--- src/rtl/serial_negate_pkg.sv ---
// Shared types for the multi-channel bit-serial negate/invert unit.
package serial_negate_pkg;

  // Per-word operation; the reserved encoding behaves as pass-through.
  typedef enum logic [1:0] {
    SN_PASS   = 2'b00,
    SN_NEGATE = 2'b01,
    SN_INVERT = 2'b10,
    SN_RSVD   = 2'b11
  } sn_mode_e;

  // Per-lane two's-complement state: copy bits until the first 1, then invert.
  typedef enum logic {
    SN_COPY = 1'b0,
    SN_INV  = 1'b1
  } sn_state_e;

  // Output bit of one lane for a given mode, effective state and input bit.
  function automatic logic sn_lane_out(sn_mode_e m, sn_state_e s, logic x);
    logic z;
    case (m)
      SN_NEGATE: z = (s == SN_COPY) ? x : ~x;
      SN_INVERT: z = ~x;
      default:   z = x;
    endcase
    return z;
  endfunction

endpackage

--- src/rtl/serial_negate_lane.sv ---
// One serial lane: combinational output/overflow plus its negate state bit.
module serial_negate_lane
  import serial_negate_pkg::*;
(
  input  logic     i_clk,
  input  logic     i_rst_n,
  input  logic     i_en,
  input  logic     i_first,
  input  logic     i_last,
  input  sn_mode_e i_mode,
  input  logic     i_x,
  output logic     o_z,
  output logic     o_ovf_c
);

  sn_state_e r_state;
  sn_state_e w_state_eff;
  sn_state_e w_state_nxt;

  // The first bit of a word always starts from COPY, whatever the old word left.
  always_comb begin
    w_state_eff = i_first ? SN_COPY : r_state;
    w_state_nxt = w_state_eff;
    o_ovf_c     = 1'b0;
    o_z         = sn_lane_out(i_mode, w_state_eff, i_x);
    if (i_mode == SN_NEGATE) begin
      if (w_state_eff == SN_COPY && i_x) w_state_nxt = SN_INV;
      // Still copying at the MSB with a 1 means the word was -2^(W-1).
      o_ovf_c = i_last && (w_state_eff == SN_COPY) && i_x;
    end
  end

  // State advances only on valid bits; pass/invert words leave it untouched.
  always_ff @(posedge i_clk or negedge i_rst_n) begin
    if (!i_rst_n)
      r_state <= SN_COPY;
    else if (i_en && i_mode == SN_NEGATE)
      r_state <= w_state_nxt;
  end

endmodule

--- src/rtl/serial_negate_mc.sv ---
// Multi-channel word-framed bit-serial pass/negate/invert with shared framing.
module serial_negate_mc
  import serial_negate_pkg::*;
#(
  parameter int N_CH   = 4,
  parameter int WORD_W = 8
) (
  input  logic            i_clk,
  input  logic            i_rst_n,
  input  logic            i_in_valid,
  input  logic [N_CH-1:0] i_in_bit,
  input  logic [1:0]      i_mode,
  output logic            o_out_valid,
  output logic [N_CH-1:0] o_out_bit,
  output logic            o_out_last,
  output logic [N_CH-1:0] o_ovf
);

  localparam int              CNT_W    = $clog2(WORD_W);
  localparam logic [CNT_W-1:0] CNT_LAST = CNT_W'(WORD_W - 1);

  logic [CNT_W-1:0] r_cnt;
  sn_mode_e         r_mode_q;
  logic             r_out_valid;
  logic [N_CH-1:0]  r_out_bit;
  logic             r_out_last;
  logic [N_CH-1:0]  r_ovf;

  logic             w_first;
  logic             w_last;
  sn_mode_e         w_mode_eff;
  logic [N_CH-1:0]  w_z;
  logic [N_CH-1:0]  w_ovf;

  // Bit 0 uses the live mode so back-to-back words need no gap cycle.
  always_comb begin
    w_first    = (r_cnt == '0);
    w_last     = (r_cnt == CNT_LAST);
    w_mode_eff = w_first ? sn_mode_e'(i_mode) : r_mode_q;
  end

  for (genvar g = 0; g < N_CH; g++) begin : g_lane
    serial_negate_lane u_lane (
      .i_clk   (i_clk),
      .i_rst_n (i_rst_n),
      .i_en    (i_in_valid),
      .i_first (w_first),
      .i_last  (w_last),
      .i_mode  (w_mode_eff),
      .i_x     (i_in_bit[g]),
      .o_z     (w_z[g]),
      .o_ovf_c (w_ovf[g])
    );
  end

  // Framing counter and mode latch; both freeze while the input stalls.
  always_ff @(posedge i_clk or negedge i_rst_n) begin
    if (!i_rst_n) begin
      r_cnt    <= '0;
      r_mode_q <= SN_PASS;
    end else if (i_in_valid) begin
      r_cnt <= w_last ? '0 : r_cnt + CNT_W'(1);
      if (w_first) r_mode_q <= sn_mode_e'(i_mode);
    end
  end

  // Output registers: valid tracks the input every cycle, the rest hold on stall.
  always_ff @(posedge i_clk or negedge i_rst_n) begin
    if (!i_rst_n) begin
      r_out_valid <= 1'b0;
      r_out_bit   <= '0;
      r_out_last  <= 1'b0;
      r_ovf       <= '0;
    end else begin
      r_out_valid <= i_in_valid;
      if (i_in_valid) begin
        r_out_bit  <= w_z;
        r_out_last <= w_last;
        r_ovf      <= w_ovf;
      end
    end
  end

  assign o_out_valid = r_out_valid;
  assign o_out_bit   = r_out_bit;
  assign o_out_last  = r_out_last;
  assign o_ovf       = r_ovf;

endmodule
--- config.mk ---
export PLATFORM = sky130hd
export DESIGN_NAME = serial_negate_mc
export DESIGN_NICKNAME = d
export VERILOG_FILES = /design/src/rtl/serial_negate_pkg.sv /design/src/rtl/serial_negate_lane.sv /design/src/rtl/serial_negate_mc.sv
export SDC_FILE = /design/constraint.sdc
export NUM_CORES = 1
export LEC_CHECK = 0
export BUFFER_PORTS_ARGS = -buffer_cell sky130_fd_sc_hd__buf_2
export CORE_MARGIN = 2
export CORE_UTILIZATION = 35
export CTS_BUF_LIST = sky130_fd_sc_hd__clkbuf_16
export DETAILED_ROUTE_END_ITERATION = 12
export PLACE_DENSITY = 0.61
export SYNTH_ARGS = -nofsm -noshare
export SYNTH_HDL_FRONTEND = slang
export SYNTH_HIERARCHICAL = 1
export SYNTH_SLANG_ARGS = --single-unit
--- constraint.sdc ---
create_clock -name i_clk -period 2.66 [get_ports i_clk]
set_input_delay 0.532 -clock i_clk [delete_from_list [all_inputs] [get_ports i_clk]]
set_output_delay 0.532 -clock i_clk [all_outputs]
set_load 0.05 [all_outputs]
==> results.cfg, run 1 <==
[cells_and_area]
design_area_um2 = 1370
diodes = 0
fillers = 333
layout-drive-gt1-share = 0.277
area_growth_pct = 18.9
post-route-util = 0.442
nNetsFinal = 155

[job]
maxCapViolCount = 0

[floorplan]
rows = 20
dieWidth_um = 61.4
dieArea_um2 = 3770
initial_utilization = 0.372
die_height_um = 61.4
io_pins = 19
core_area_um2 = 3100

[clock_network]
ctsHoldBuffers = 0
htree_num_levels = 1
clk_latency_ns = 0.25
cts_root_buf = clkbuf_16
cts_resized = 0
ctsLongestPathBuffers = 2
cts_made_buffers = 3
cts_setup_buffers = 0
cts_sinks = 19
cts_tree = done
cts.clk_slew.worst_paths_ns = 0.05

[detailed_routing]
drt_iter0_drc = 16
ant_nets = 0
drc = 0
topRoutingLayerUsed = met4
drt-met1-wl_um = 1010
dr_total_vias = 802
wirelength_um = 2110
wl_met2_um = 987
met3_length_um = 95
first_pass_iters = 4
drt-vias-per-instance = 4.61
wl_per_cell_um = 12.1

[timing]
fin_tns_setup_ns = 0
slew_headroom = 0.706
fmax_mhz = 450
post-route-period-util = 0.836
tightest_slew_ns = 0.441
grt_setup_unrepaired = no
min_period_ns = 2.22
setup_violations = 0
skew_ns = 0.000940
slew_violations = 0
finalHoldViolations = 0

[synthesis]
ys_seq_elements = 19
syn-num-nets = 133
synth_seq_area_share = 0.412
synth_area_leaders = dfrtp_1 (41%), ha_1 (16%), mux2_2 (14%)
syn-cell-area_um2 = 1150
ys_types = 16
yosysTopAreaCellShare = 0.412
syn-instance-count = 109
synth_warnings = 6
syn_avg_cell_area_um2 = 10.6
synth_largest_area_cell = dfrtp_1

[global_route]
grt_overflow = 0
first_global_vias = 789
antenna_found_initial = 0
track_usage = 0.131
grt_pass1_wl_um = 3570
grt_max_degree = 21

[placed_design]
dp_hpwl_um = 1560
portBuffers = 18
place_congestion = 0.705
place_area_um2 = 1290

[critical_path]
crit_path_start_kind = flip-flop
r2r_cells = 8
timing.rr.start = r_cnt[0]
worstPathRequired_ns = 2.80
critPathArrivalTime_ns = 2.36
crit_type = reg2reg
worst-path-max-fanout = 8
reg2reg_to = o_out_bit[2]
cp-end-kind = flip-flop
reg2reg_slack_ns = 0.44

[hold_path]
hold_class = in2async

[power_and_ir_drop]
p_per_area_nw_per_um2 = 1170
ir_worst_vdd_uv = 585
leakage_nw = 0.770

[outcome]
status = complete, no violations
## cell type report
type	instances	area [µm²]	share of cell area
clock buffers	3	75.1	0.0547
clock inverters	1	5.00	0.00365
inverters	22	82.6	0.0602
multi-input cells	67	588	0.429
flip-flops and latches	19	475	0.347
well taps	44	55.1	0.0401
repair buffers	18	90.1	0.0657
## state kept, by name (all words and copies together), names as in the netlist
name                   flops
o_out_last                 1
o_ovf                      4
o_out_bit                  4
g_lane.u_lane/r_state      4
o_out_valid                1
r_mode_q                   2
r_cnt                      3
## cell families after synthesis
| group | after synthesis | share of synthesized area |
|---|---|---|
| mux | 18 | 0.171 |
| buf+inv | 23 | 0.0781 |
| fa+ha+maj | 15 | 0.163 |
| simple gates | 28 | 0.145 |
| compound gates | 6 | 0.0304 |
| flops | 19 | 0.412 |
## routing by layer
metal / vias to the layer above / track usage
met1: 385 / 0.162
met4: 0 / 0.0426
met3: 3 / 0.0462
li1: 399 / -
met5: - / 0
met2: 15 / 0.216
## cells in the mapped netlist
cell type and n:
a31oi_1 4, and2b_1 1, and4_1 4, buf_4 1, dfrtp_1 19, ha_1 15
inv_1 22, mux2_2 14, mux2i_1 4, nand2_1 9, nand2b_1 8, nand3b_1 1
nor2b_1 4, o21ai_0 1, o21ai_1 1, or3b_1 1
## worst max-delay path, stage by stage, from the launching register on
cell	delay, ns
dfrtp_1	0.40
inv_1	0.08
ha_1	0.16
and2b_1	0.23
mux2_2	0.45
ha_1	0.33
nor2b_1	0.15
a31oi_1	0.05
mux2_2	0.26
## cells in the final DEF, fill, tap and decap left out, drive strengths merged
cell,Yosys,layout
buf,1,18
nor2b,4,4
and4,4,4
a31oi,4,4
mux2i,4,4
or3b,1,1
ha,15,15
and2b,1,1
nand2,9,9
dfrtp,19,19
nand2b,8,8
mux2,14,14
clkbuf,0,3
nand3b,1,1
inv,22,22
o21ai,2,2
clkinv,0,1
## metrics by stage
stage / setup slack (ns) / power [W] / hold slack [ns] / std cells
after floorplan: 0.671 / 0.00110 / 0.236 / 109
after global placement: 0.564 / 0.00125 / 0.484 / 170
after detailed placement: 0.461 / 0.00130 / 0.491 / 170
after CTS: 0.444 / 0.00162 / 0.236 / 174
after global routing: 0.317 / 0.00174 / 0.249 / 174
final: 0.436 / 0.00160 / 0.217 / 174
## power breakdown
part | internal (W) | total, W | switching, W | leakage [nW]
clock | 0.000202 | 0.000313 | 0.000111 | 0.0409
sequential | 0.000388 | 0.000439 | 0.0000511 | 0.227
combinational | 0.000352 | 0.000847 | 0.000494 | 0.501
total | 0.000942 | 0.00160 | 0.000656 | 0.770
## worst max path at each step
stage	endpoint	cells past startpoint	start
2_1_floorplan	o_out_bit[0]	8	r_cnt[0]
3_3_place_gp	o_out_bit[3]	8	r_cnt[0]
3_5_place_dp	o_out_bit[2]	8	r_cnt[0]
4_1_cts	o_out_bit[2]	8	r_cnt[0]
5_1_grt	o_out_bit[2]	8	r_cnt[0]
6_report	o_out_bit[2]	8	r_cnt[0]
Power figures use the tool's default switching activity.
==> run 2: changes to the inputs <==
ABC_AREA = 1   (was not set)
PLACE_DENSITY = 0.63   (was 0.61)
clock period = 1.9 ns   (was 2.66 ns; I/O delays follow)
==> run 2 against run 1 <==
  * Non-clock buffer count up 4
  * Fmax is 29% higher
  * Hold slack worse by 0.15 ns
  * Register-to-register slack got worse by 0.26 ns
  * Power up 51%
  * Wire length rose by 9.1%
  * Combinational power increased by 63%
  * Via count rose by 23%
  * Largest power group unchanged
==> results.cfg, run 2 <==
[outcome]
status = complete, no violations

[floorplan]
rows = 21
dieArea_um2 = 4020
initial_utilization = 0.367
die_height_um = 63.4
core_area_um2 = 3360
io_pins = 19
dieWidth_um = 63.4

[synthesis]
synthAdderAreaFrac = 0.152
syn-cell-area_um2 = 1230
synthMuxAreaShare = 0
ys_types = 13
syn-num-nets = 192
synth_edf_count = 0
synth_xor_xnor_area_share = 0
ys_top_cells_by_count = nand2_1 (55), inv_1 (33), dfrtp_1 (19)
yosysTopAreaCellShare = 0.385
synthFlopType = dfrtp_1
synth_top_family_by_area = simple AND/OR/NAND/NOR gates
ys_async_sr_fraction = 1.00
synth.most_common_cell = nand2_1
synth_area_leaders = dfrtp_1 (39%), nand2_1 (17%), ha_1 (15%)
synth_warnings = 6
synth_simple_gate_area_frac = 0.286
syn_avg_cell_area_um2 = 7.35
syn-instance-count = 168
synth_seq_area_share = 0.385
synth_largest_area_cell = dfrtp_1
synth-compound-area-share = 0.0324
ys_seq_elements = 19

[detailed_routing]
drt-vias-per-instance = 4.16
first_pass_iters = 4
drt_iter0_drc = 25
wl_per_cell_um = 9.69
drc = 0
ant_nets = 0
dr_total_vias = 987
wirelength_um = 2300

[global_route]
grt_max_degree = 23
track_usage = 0.123
antenna_found_initial = 0
first_global_vias = 895
grt_pass1_wl_um = 3850
grt_overflow = 0

[cells_and_area]
nNetsFinal = 216
diodes = 0
final_common_cell = nand2_1
design_area_um2 = 1480
fillers = 371
layout-drive-gt1-share = 0.241
seqCellArea_um2 = 475
area_growth_pct = 20.0
mostFrequentLayoutCells = nand2_1 (55), inv_1 (30), dfrtp_1 (19), buf_2 (18), ha_1 (14)
multiInputGateArea_um2 = 603

[critical_path]
cp-end-kind = flip-flop
crit_type = reg2reg
critPathArrivalTime_ns = 1.87
crit_path_start_kind = flip-flop
worstPathRequired_ns = 2.05
worst-path-max-fanout = 8

[timing]
slew_violations = 0
finalHoldViolations = 0
tightest_slew_ns = 0.446
post-route-period-util = 0.905
grt_setup_unrepaired = no
fmax_mhz = 582
fin_tns_setup_ns = 0
setup_violations = 0
min_period_ns = 1.72
slew_headroom = 0.703
skew_ns = 0.00269

[power_and_ir_drop]
p_per_area_nw_per_um2 = 1630
leakage_nw = 0.900
ir_worst_vdd_uv = 500

[clock_network]
cts_made_buffers = 3
htree_num_levels = 1
ctsHoldBuffers = 0
cts_sinks = 19
cts.clk_slew.worst_paths_ns = 0.06
ctsLongestPathBuffers = 2
cts_tree = done
cts_root_buf = clkbuf_16
clk_latency_ns = 0.25

[job]
maxCapViolCount = 0

[placed_design]
dp_hpwl_um = 1640
portBuffers = 18
place_congestion = 0.780
place_area_um2 = 1350

[hold_path]
hold_class = in2async
run 2: cell families (layout without fill, tap and decap cells):
| kind of cell | Yosys count | count (layout) |
|---|---|---|
| AND/OR/NAND/NOR | 85 | 85 |
| adder cells (fa/ha/maj) | 15 | 15 |
| AO/OA/AOI/OAI | 8 | 8 |
| flip-flops | 19 | 19 |
| buffers and inverters | 41 | 64 |
run 2: path summary, 6_finish.rpt:
check / from / to / slack (ns) / depth (start not counted)
worst min-delay path: i_rst_n / r_mode_q[1] / 0.07 / 1
worst max-delay path: r_cnt[1] / o_out_bit[2] / 0.18 / 13
min in group i_clk: i_in_bit[0] / o_out_bit[0] / 0.46 / 5
max in group asynchronous: i_rst_n / r_mode_q[0] / 1.53 / 1
worst max register to register: r_cnt[1] / o_out_bit[2] / 0.18 / 13
worst min register to register: o_ovf[1] / o_ovf[1] / 0.46 / 2
run 2: routing by layer:
layer	part of all wire	vias to the layer above	track usage
met3	0.027	5	0.0268
met4	0.023	0	0.0734
li1	-	538	-
met5	0	-	0
met2	0.44	14	0.188
met1	0.51	430	0.160
run 2: metrics by stage:
step	util	hold WS (ns)	worst slack (ns)	cells	power, W
floorplan	-	0.0844	0.218	168	0.00160
global placement	0.401	0.352	0.0870	229	0.00182
detailed placement	0.401	0.349	0.0392	229	0.00183
CTS	0.425	0.0774	0.0236	233	0.00229
global route	0.440	0.107	0.00624	237	0.00269
finish	0.440	0.0666	0.181	237	0.00241
run 2: area by class of cell:
class | instances | share of cell area
Clock buffer | 3 | 0.0507
Clock inverter | 1 | 0.00338
Inverter | 38 | 0.0980
Multi-Input combinational cell | 108 | 0.407
Sequential cell | 19 | 0.321
Tap cell | 46 | 0.0389
Timing Repair Buffer | 22 | 0.0811
run 2: where the power goes:
part	leakage (nW)	internal, W	switching [W]	total [W]
Sequential	0.232	0.000530	0.0000612	0.000592
Combinational	0.627	0.000545	0.000833	0.00138
Clock	0.0409	0.000283	0.000160	0.000442
run 2: critical path, cell delays in order (launching register included):
cell	delay [ns]
dfrtp_1	0.37
inv_2	0.06
ha_4	0.16
nand2_1	0.10
nand2_1	0.08
and2_4	0.17
buf_4	0.14
ha_1	0.22
nand2_1	0.08
nand2_1	0.05
nand2_1	0.05
nand2_1	0.04
nand2_1	0.05
nand2_1	0.05
run 2: what timing repair did:
action | in CTS | in global routing
resized for setup | 0 | 11
endpoints found under the setup margin | 0 | 12
endpoints found under the hold margin | 0 | 0
buffers inserted | 0 | 4
